## src/rtl/cpu_types_pkg.sv

```systemverilog
// cpu_types_pkg: shared CPU types: PC-select source, pipeline controller
// state and the packed stage-control patterns used by pipeline_ctrl.
// Control vector bit order (msb..lsb):
//   pc_en, ifid_en, ifid_flush, idex_en, idex_flush,
//   exmem_en, exmem_flush, memwb_en, memwb_flush
package cpu_types_pkg;
  typedef enum logic [1:0] {NEXT, BRANCH, JUMP, JR} pc_select_t;
  typedef enum logic [1:0] {RUN, DWAIT, HALTED} pipe_ctrl_state_t;
  localparam logic [8:0] CTL_NORMAL = 9'b110101010;
  localparam logic [8:0] CTL_RESET  = 9'b001010101;
  localparam logic [8:0] CTL_HALT   = 9'b000000000;
  localparam logic [8:0] CTL_MEMSTL = 9'b000000011;
  localparam logic [8:0] CTL_REDIR  = 9'b111111110;
  localparam logic [8:0] CTL_LDUSE  = 9'b000111010;
  localparam logic [8:0] CTL_FETCH  = 9'b011101010;
endpackage

```

## src/rtl/pipeline_ctrl_if.sv

```systemverilog
// pipeline_ctrl_if: hazard status from the pipeline and stage control back.
// master: pipeline side (drives status, receives enables/flushes/counters)
// slave : controller side (pipeline_ctrl)
interface pipeline_ctrl_if #(parameter int CNTW = 16);
  import cpu_types_pkg::*;
  logic ihit, dhit, dREN_mem, dWEN_mem, halt_mem, dREN_ex, rt_used_id;
  pc_select_t pc_select_mem;
  logic [4:0] wsel_ex, rs_id, rt_id;
  logic pc_en, ifid_en, ifid_flush, idex_en, idex_flush;
  logic exmem_en, exmem_flush, memwb_en, memwb_flush, halted;
  logic [CNTW-1:0] stall_cnt, flush_cnt;
  modport master (
    output ihit, dhit, dREN_mem, dWEN_mem, halt_mem, dREN_ex, rt_used_id,
           pc_select_mem, wsel_ex, rs_id, rt_id,
    input  pc_en, ifid_en, ifid_flush, idex_en, idex_flush,
           exmem_en, exmem_flush, memwb_en, memwb_flush, halted,
           stall_cnt, flush_cnt
  );
  modport slave (
    input  ihit, dhit, dREN_mem, dWEN_mem, halt_mem, dREN_ex, rt_used_id,
           pc_select_mem, wsel_ex, rs_id, rt_id,
    output pc_en, ifid_en, ifid_flush, idex_en, idex_flush,
           exmem_en, exmem_flush, memwb_en, memwb_flush, halted,
           stall_cnt, flush_cnt
  );
endinterface

```

## src/rtl/sat_counter.sv

```systemverilog
// sat_counter: up-counter that sticks at all-ones.
// Ports: CLK, RST (async, active-high), inc (count this cycle),
//        clear (sync clear), q (count value).
module sat_counter #(parameter int width = 16) (
  input  logic             CLK,
  input  logic             RST,
  input  logic             inc,
  input  logic             clear,
  output logic [width-1:0] q
);
  always_ff @(posedge CLK or posedge RST)
    if (RST) q <= '0;
    else if (clear) q <= '0;
    else if (inc && !(&q)) q <= q + 1'b1;
endmodule

```

## src/rtl/pipeline_ctrl.sv

```systemverilog
// pipeline_ctrl: stall/flush controller for a 5-stage pipeline.
// Ports: CLK, RST (async, active-high), bus (pipeline_ctrl_if.slave):
//   status in  : ihit, dhit, dREN/dWEN_mem, pc_select_mem, halt_mem,
//                dREN_ex, wsel_ex, rs_id, rt_id, rt_used_id
//   control out: per-latch *_en / *_flush, halted, stall_cnt, flush_cnt
module pipeline_ctrl #(parameter int CNTW = 16) (
  input  logic CLK,
  input  logic RST,
  pipeline_ctrl_if.slave bus
);
  import cpu_types_pkg::*;
  pipe_ctrl_state_t state, state_n;
  logic ihit_pend, ihit_pend_n, halted_q;
  logic mem_stall, dw_done, redirect, load_use, fetch_stall;
  logic [8:0] ctl;
  always_comb begin
    mem_stall   = state != HALTED && (bus.dREN_mem || bus.dWEN_mem) && !bus.dhit;
    dw_done     = state == DWAIT && !mem_stall;
    redirect    = bus.pc_select_mem != NEXT;
    load_use    = bus.dREN_ex && bus.wsel_ex != 5'd0 &&
                  (bus.wsel_ex == bus.rs_id || (bus.rt_used_id && bus.wsel_ex == bus.rt_id));
    fetch_stall = !(bus.ihit || ihit_pend);
    // a finished data access releases the whole pipe for one cycle
    ctl = RST            ? CTL_RESET  :
          state == HALTED ? CTL_HALT   :
          mem_stall      ? CTL_MEMSTL :
          dw_done        ? CTL_NORMAL :
          redirect       ? CTL_REDIR  :
          load_use       ? CTL_LDUSE  :
          fetch_stall    ? CTL_FETCH  : CTL_NORMAL;
    state_n = state == HALTED ? HALTED :
              mem_stall       ? DWAIT  :
              bus.halt_mem    ? HALTED : RUN;
    // remember a fetch that completed while frozen so it is not lost
    ihit_pend_n = ctl[8] ? 1'b0 : state == DWAIT ? (ihit_pend || bus.ihit) : ihit_pend;
  end
  always_ff @(posedge CLK or posedge RST)
    if (RST) begin
      state     <= RUN;
      ihit_pend <= 1'b0;
      halted_q  <= 1'b0;
    end else begin
      state     <= state_n;
      ihit_pend <= ihit_pend_n;
      halted_q  <= state_n == HALTED;
    end
  assign {bus.pc_en, bus.ifid_en, bus.ifid_flush, bus.idex_en, bus.idex_flush,
          bus.exmem_en, bus.exmem_flush, bus.memwb_en, bus.memwb_flush} = ctl;
  assign bus.halted = halted_q;
  sat_counter #(.width(CNTW)) u_stall (
    .CLK(CLK), .RST(RST), .inc(!ctl[8] && state != HALTED), .clear(1'b0), .q(bus.stall_cnt)
  );
  sat_counter #(.width(CNTW)) u_flush (
    .CLK(CLK), .RST(RST), .inc(ctl == CTL_REDIR), .clear(1'b0), .q(bus.flush_cnt)
  );
endmodule

```

## src/flat_wrapper.sv

```systemverilog
// flat-port wrapper written by rule: the top's interface ports become plain ports
module pipeline_ctrl_flat import cpu_types_pkg::*;
#(parameter int CNTW = 16)
  (CLK, RST, bus_ihit, bus_dhit, bus_dREN_mem, bus_dWEN_mem, bus_halt_mem, bus_dREN_ex, bus_rt_used_id, bus_pc_select_mem, bus_wsel_ex, bus_rs_id, bus_rt_id, bus_pc_en, bus_ifid_en, bus_ifid_flush, bus_idex_en, bus_idex_flush, bus_exmem_en, bus_exmem_flush, bus_memwb_en, bus_memwb_flush, bus_halted, bus_stall_cnt, bus_flush_cnt);
  pipeline_ctrl_if #(.CNTW(CNTW)) bus_i ();
  input  logic CLK;
  input  logic RST;
  input wire logic [$bits(bus_i.ihit)-1:0] bus_ihit;
  input wire logic [$bits(bus_i.dhit)-1:0] bus_dhit;
  input wire logic [$bits(bus_i.dREN_mem)-1:0] bus_dREN_mem;
  input wire logic [$bits(bus_i.dWEN_mem)-1:0] bus_dWEN_mem;
  input wire logic [$bits(bus_i.halt_mem)-1:0] bus_halt_mem;
  input wire logic [$bits(bus_i.dREN_ex)-1:0] bus_dREN_ex;
  input wire logic [$bits(bus_i.rt_used_id)-1:0] bus_rt_used_id;
  input wire logic [$bits(bus_i.pc_select_mem)-1:0] bus_pc_select_mem;
  input wire logic [$bits(bus_i.wsel_ex)-1:0] bus_wsel_ex;
  input wire logic [$bits(bus_i.rs_id)-1:0] bus_rs_id;
  input wire logic [$bits(bus_i.rt_id)-1:0] bus_rt_id;
  output wire logic [$bits(bus_i.pc_en)-1:0] bus_pc_en;
  output wire logic [$bits(bus_i.ifid_en)-1:0] bus_ifid_en;
  output wire logic [$bits(bus_i.ifid_flush)-1:0] bus_ifid_flush;
  output wire logic [$bits(bus_i.idex_en)-1:0] bus_idex_en;
  output wire logic [$bits(bus_i.idex_flush)-1:0] bus_idex_flush;
  output wire logic [$bits(bus_i.exmem_en)-1:0] bus_exmem_en;
  output wire logic [$bits(bus_i.exmem_flush)-1:0] bus_exmem_flush;
  output wire logic [$bits(bus_i.memwb_en)-1:0] bus_memwb_en;
  output wire logic [$bits(bus_i.memwb_flush)-1:0] bus_memwb_flush;
  output wire logic [$bits(bus_i.halted)-1:0] bus_halted;
  output wire logic [$bits(bus_i.stall_cnt)-1:0] bus_stall_cnt;
  output wire logic [$bits(bus_i.flush_cnt)-1:0] bus_flush_cnt;
  assign bus_i.ihit = bus_ihit;
  assign bus_i.dhit = bus_dhit;
  assign bus_i.dREN_mem = bus_dREN_mem;
  assign bus_i.dWEN_mem = bus_dWEN_mem;
  assign bus_i.halt_mem = bus_halt_mem;
  assign bus_i.dREN_ex = bus_dREN_ex;
  assign bus_i.rt_used_id = bus_rt_used_id;
  assign bus_i.pc_select_mem = bus_pc_select_mem;
  assign bus_i.wsel_ex = bus_wsel_ex;
  assign bus_i.rs_id = bus_rs_id;
  assign bus_i.rt_id = bus_rt_id;
  assign bus_pc_en = bus_i.pc_en;
  assign bus_ifid_en = bus_i.ifid_en;
  assign bus_ifid_flush = bus_i.ifid_flush;
  assign bus_idex_en = bus_i.idex_en;
  assign bus_idex_flush = bus_i.idex_flush;
  assign bus_exmem_en = bus_i.exmem_en;
  assign bus_exmem_flush = bus_i.exmem_flush;
  assign bus_memwb_en = bus_i.memwb_en;
  assign bus_memwb_flush = bus_i.memwb_flush;
  assign bus_halted = bus_i.halted;
  assign bus_stall_cnt = bus_i.stall_cnt;
  assign bus_flush_cnt = bus_i.flush_cnt;
  pipeline_ctrl #(.CNTW(CNTW)) u_core (.CLK(CLK), .RST(RST), .bus(bus_i));
endmodule
```

## config.mk

```make
export PLATFORM = sky130hd
export DESIGN_NAME = pipeline_ctrl_flat
export DESIGN_NICKNAME = d
export VERILOG_FILES = /design/src/rtl/cpu_types_pkg.sv /design/src/rtl/pipeline_ctrl_if.sv /design/src/rtl/sat_counter.sv /design/src/rtl/pipeline_ctrl.sv /design/src/flat_wrapper.sv
export SDC_FILE = /design/constraint.sdc
export NUM_CORES = 1
export LEC_CHECK = 0
export CAP_MARGIN = 20
export CORE_UTILIZATION = 45
export DETAILED_ROUTE_END_ITERATION = 10
export HOLD_SLACK_MARGIN = 0.06
export PLACE_DENSITY = 0.85
export SYNTH_ARGS = -nofsm -noshare
export SYNTH_HDL_FRONTEND = slang
export SYNTH_SLANG_ARGS = --single-unit
```

## constraint.sdc

```tcl
create_clock -name CLK -period 2.2 [get_ports CLK]
set_clock_uncertainty 0.05 [all_clocks]
set_input_delay 0.44 -clock CLK [delete_from_list [all_inputs] [get_ports CLK]]
set_output_delay 0.44 -clock CLK [all_outputs]
set_load 0.005 [all_outputs]
```

==> reports/metrics.yaml <==
yosys-top-cells-count: "36 x dfrtp_1, 32 x xnor2_1, 23 x nand3_1"
clock_latency_ns: 0.29
rsz0062_at_grt: "yes"
drt_first_pass_iters: 4
outcome: "finished, violations left"
combPwrFrac: 0.344
ant_nets: 0
multiInputGateArea_um2: 1060
cts_sinks: 36
yosysSeqAreaShare: 0.476
design_power_total_mw: 2.23
fmax_mhz: 439
power.share.clock: 0.258
fin_nets: 309
grt_overflow_total: 0
timing.setup.tns_ns: -0.0981
routedWlPerCell_um: 14.9
routed_via_density: 5.11
synthTopCellsByArea: "dfrtp_1 48%, xnor2_1 15%, nand3_1 6.1%, nand2_1 3.4%, nand4_1 3.3%"
grt_usage: 0.237
worstMarginPinSlew_ns: 0.446
gp_congestion: 0.781
num_vias: 1695
cpPeakStageDelay_ns: 0.54
p_per_area_nw_per_um2: 748
whs_path_depth: 1
hpwl_um: 3360
synth_nets: 209
core_region_area_um2: 4030
crit_slowest_cell: "or4_4"
die_w_um: 66.8
die_h_um: 66.8
synth.distinct_cells: 34
fp.dieArea_um2: 4470
finalHoldViolCount: 0
grt_max_degree: 37
n_antenna_cell: 0
start_util: 0.470
period_share: 1.04
synthCells: 181
yosys_register_bits: 36
synth_edf_count: 0
setup_ws_ns: -0.0803
cts_htree_levels: 2
antenna_found_initial: 0
async_flop_share: 1.00
p_sw_uw: 678
cp.arrival_ns: 1.79
numCtsBuffers: 5
synth_area_um2: 1890
cts_tree: "done"
min_path_type: "register to register"
final_core_util: 0.741
cts.clk_slew.worst_paths_ns: 0.07
setup_viol: 3
drv_cap: 0
r2r_slack_ns: 0.21
switching_share: 0.304
relSlewSlack: 0.702
ctsLongestPathBuffers: 2
io-pin-count: 68
path_common_cell: "buf_6"
yosys_warnings: 0
syn-mean-instance-area_um2: 10.5
cp_cell_sequence: "buf_6 > or4_4 > o21ai_4 > a211oi_4 > a21oi_4 > buf_6 > nand2_4 > inv_2 > buf_6"
syn2layout_area_growth_pct: 57.8
seqPwrFrac: 0.398
wl_um: 4950
grt_pass1_wl_um: 7650
slew_viol_final: 0
synth_top_area_share: 0.476
layout-drive-gt1-share: 0.252
violations: "setup timing"
reg2reg_depth: 11
critPathLaunchType: "input pin"
p_int_mw: 1.55
drtIter0Drc: 31
hold_buffers: 0
drcViolationCount: 0
critical_path_peak_fanout: 2
max-vdd-ir-drop_mv: 0.627
dp_slack_ns: -0.829
grt_pass1_vias: 1678
leakage_nw: 1.33
criticalPathCategory: "input pin to output port"
required_ns: 1.71
fin_crit_ns: 2.28
root_buffer: "clkbuf_8"
synthFlopType: "dfrtp_1"
rows: 23
fillers: 300
synth.largest_area_cell: "dfrtp_1"
yosysMostFrequentCell: "dfrtp_1"
io_buffers: 67
endpoint_kind: "output port"
register_area_um2: 901
## worst max-delay path, delay by kind of cell
kind                   cells  cell delay [ns]
AOI/OAI and AO/OA          3             0.40
buffers and inverters      4             0.36
and+or+nand+nor            2             0.59
## final timing paths
| kind | end | start |
|---|---|---|
| setup / recovery | bus_pc_en | bus_wsel_ex[4] |
| hold / removal | u_core.u_flush.q[5] | u_core.u_flush.q[5] |
| hold reg to reg | u_core.u_flush.q[5] | u_core.u_flush.q[5] |
| max in group asynchronous | u_core.u_stall.q[4] | RST |
| setup reg to reg | u_core.u_stall.q[8] | u_core.state[0] |
| min in group asynchronous | u_core.ihit_pend | RST |
## stage by stage
stage	hold slack (ns)	std cells	instance area [um^2]
4_1_cts	0.451	332	2950
3_3_place_gp	0.428	318	2780
5_1_grt	0.466	332	2990
3_5_place_dp	0.435	318	2780
6_report	0.451	332	2990
2_1_floorplan	0.413	181	1890
## power groups by stage
stage / Combinational [mW] / Clock, mW / Sequential (mW)
detailed placement: 0.720 / 0 / 0.894
finish: 0.767 / 0.576 / 0.889
global route: 0.839 / 0.611 / 0.903
floorplan: 0.289 / 0 / 0.895
CTS: 0.755 / 0.582 / 0.888
global placement: 0.700 / 0 / 0.894
## registers in the layout, indices dropped and copies added (netlist names)
name / flops
u_core.u_flush.q: 16
u_core.u_stall.q: 16
u_core.state: 2
u_core.bus.halted: 1
u_core.ihit_pend: 1
## layout make-up
type	instances	share of cell area
well taps	50	0.0210
multi-input cells	139	0.357
clock inverters	2	0.0117
repair buffers	95	0.280
inverters	4	0.00503
flip-flops and latches	36	0.302
clock buffers	6	0.0243
## layer usage
metal,vias up,track usage,share of wire
li1,826,-,-
met1,801,0.267,0.41
met2,58,0.414,0.50
met3,10,0.0702,0.074
met4,0,0.0931,0.021
met5,-,0,0
## placed cells by master (no fill, tap or decap), types with 5 or more instances in the layout
cell,n
clkbuf_8,5
nand4_1,10
clkdlybuf4s50_1,38
nand2_1,15
xor2_1,7
dlygate4sd2_1,19
xnor2_1,29
nor2_1,11
dfrtp_1,36
buf_4,26
nand3_1,21
## cells by family (layout without fill, tap and decap cells)
| kind of cell | Yosys count | after routing | share of synthesized area |
|---|---|---|---|
| muxes | 3 | 3 | 0.0179 |
| buffers and inverters | 6 | 107 | 0.0139 |
| DFF | 36 | 36 | 0.476 |
| AOI/OAI and AO/OA | 14 | 14 | 0.0734 |
| adders and majority gates | 2 | 2 | 0.0132 |
| xor gates and xnor gates | 39 | 39 | 0.181 |
| and+or+nand+nor | 81 | 81 | 0.225 |
## what timing repair did
item / 4_1_cts / 5_1_grt
setup endpoints to repair: 24 / 21
resized for setup: 64 / 15
buffers inserted: 6 / 0
hold endpoints to repair: 0 / 0
pin swaps: 22 / 11
Note: power is estimated with default switching activity, not from simulation.
==> variant: new RTL, config.mk and constraints unchanged <==
The 3 states of `pipe_ctrl_state_t` get a one-hot encoding in 3 bits.
--- a/src/rtl/cpu_types_pkg.sv
+++ b/src/rtl/cpu_types_pkg.sv
@@ -7,3 +7,3 @@
   typedef enum logic [1:0] {NEXT, BRANCH, JUMP, JR} pc_select_t;
-  typedef enum logic [1:0] {RUN, DWAIT, HALTED} pipe_ctrl_state_t;
+  typedef enum logic [2:0] {RUN = 3'b001, DWAIT = 3'b010, HALTED = 3'b100} pipe_ctrl_state_t;
   localparam logic [8:0] CTL_NORMAL = 9'b110101010;
Function: same outputs for any inputs over 10 cycles, from zero or initial values and one cycle with RST high; not proved beyond that.
==> variant against the unedited design <==
The run still ends with negative setup slack left. Final area rose by 6.3%. Largest power group unchanged. Non-clock buffer count rose by 9. Synthesized area rose by 3.8%. Via count rose by 11%. Wire length rose by 13%. Largest cell class unchanged. Worst setup slack got worse by 120 ps. Power rose by 10%. Fmax fell by 4.9%. Highest routed layer unchanged. Sequential cell count rose by 1.
==> variant: results (changes against the unedited design) <==
stage,metric,value,unit,change
power,p_leak,0.00141,µW,+6.3%
power,swShare,30.5,%,+0.14 points
critical_path,reg2regPathDepth,6,,-5
clock_tree,root_buffer,clkbuf_8,,
global_routing,grt_pass1_vias,1966,,+17%
clock_tree,clock_latency,290,ps,about the same
sta,setup_viol,4,,+1
global_routing,antenna_found_initial,0,,unchanged
detailed_routing,avgRoutedWirePerCell,16.0,µm,+7.4%
job,maxCapViolCount,0,,unchanged
final_layout,final_nets,327,,+5.8%
yosys,ys_seq_area_share,47.2,%,-0.42 points
placement,port_buffers,67,,unchanged
sta,layout_setup_ws,-198,ps,-117 ps
global_routing,grt_pass1_wl,8690,µm,+14%
global_routing,grt_use_total,25.9,%,+2.3 points
hold_path,worstHoldPathCells,1,,unchanged
outcome,failed_checks,negative setup slack,,
final_layout,drive_gt1_share,30.7,%,+5.5 points
detailed_routing,dr.pass1.iters,4,,unchanged
global_routing,grt_max_degree,19,,-49%
placement,pre_cts_ws,-921,ps,-91.6 ps
critical_path,path_max_fanout,3,,+1
final_layout,antenna_cells,0,,unchanged
clock_tree,h-tree-depth,2,,unchanged
sta,final.setup.tns,-469,ps,-371 ps
yosys,synthTopCellsByCount,"dfrtp_1, xnor2_1, nor2_1",,
clock_tree,cts_made_buffers,5,,unchanged
detailed_routing,vias,1876,,+11%
yosys,postSynth.asyncResetShare,100,%,unchanged
clock_tree,clk_path_buf_depth,2,,unchanged
outcome,run_status,finished with violations,,
clock_tree,clkTransAtPathRegs,70,ps,about the same
power,ir_drop,0.000606,V,-3.3%
critical_path,cp.required,1710,ps,about the same
hold_path,hold_path.class,reg -> reg,,
yosys,synth_cell_types,39,,+15%
critical_path,r2r_slack,170,ps,-40 ps
yosys,synth-main-ff-cell,dfrtp_1,,
yosys,syn_nets,220,,+5.3%
final_layout,largestRegisters,"u_core.u_flush.q (16), u_core.u_stall.q (16), u_core.state (3)",,
placement,place.gp.congestion,0.851,,+8.9%
yosys,netlist_top_cells_area,"dfrtp_1, xnor2_1, xor2_1",,
yosys,yosys_warnings,0,,unchanged
detailed_routing,first_iter_violations,91,,+190%
placement,dp_hpwl,3880,µm,+15%
sta,tightestPinTransition,363,ps,-83.5 ps
## variant: metal layers
metal	global-route usage, %	vias to the layer above	wire (µm)
met1	27.2	898	2150
met4	8.85	0	80
met5	0	-	0
li1	-	895	-
met2	48.2	73	2890
met3	8.17	10	492
## variant: path summary, 6_finish.rpt
| path | end | from |
|---|---|---|
| hold / removal | u_core.u_flush.q[7]$_DFFE_PP0P_ | u_core.u_flush.q[7]$_DFFE_PP0P_ |
| min in group asynchronous | u_core.bus.halted$_DFF_PP0_ | RST |
| setup reg to reg | u_core.u_stall.q[5]$_DFFE_PP0P_ | u_core.u_stall.q[3]$_DFFE_PP0P_ |
| hold reg to reg | u_core.u_flush.q[7]$_DFFE_PP0P_ | u_core.u_flush.q[7]$_DFFE_PP0P_ |
| max in group asynchronous | u_core.state[0]$_DFF_PP1_ | RST |
| setup / recovery | bus_ifid_flush | bus_wsel_ex[4] |
## variant: critical path, cell delays in order
cell and delay, ps:
buf_8 100, or4_4 540, o21ai_4 160, nor2_2 70, buf_4 140, o31a_1 230
o21ai_1 110, buf_2 120
## variant: timing repair
| item | in CTS | in global routing |
|---|---|---|
| pin swaps | 24 | 9 |
| gates resized for setup | 102 | 20 |
| buffers inserted | 10 | 1 |
| endpoints found under the setup margin | 30 | 14 |
## variant: final cells by class
class / instances / area (µm²)
Multi-Input combinational cell: 145 / 1130
Sequential cell: 37 / 927
Fill cell: 274 / 913
Timing Repair Buffer: 104 / 911
Clock buffer: 7 / 86.3
Tap cell: 50 / 62.6
Clock inverter: 1 / 30.0
Inverter: 6 / 26.3
## variant: metrics by stage
stage	hold slack (ps)	std cells	instance area (µm²)
after floorplan	366	192	1970
after global placement	429	335	2900
after detailed placement	439	335	2900
after CTS	453	350	3130
after global routing	473	350	3170
final	449	350	3170
## variant: kinds of logic after synthesis
group / share of synthesized area, %
DFF: 47.2
adders and majority gates: 1.27
and+or+nand+nor: 22.5
buffers and inverters: 2.36
AOI/OAI and AO/OA: 6.69
muxes: 1.72
xor gates and xnor gates: 18.2
## variant: power by group through the flow
stage / registers [µW] / clock network, µW / logic (µW)
after global routing: 1010 / 643 / 948
after floorplan: 985 / 0 / 328
after global placement: 988 / 0 / 794
final: 995 / 601 / 863
after detailed placement: 996 / 0 / 827
after CTS: 990 / 614 / 845
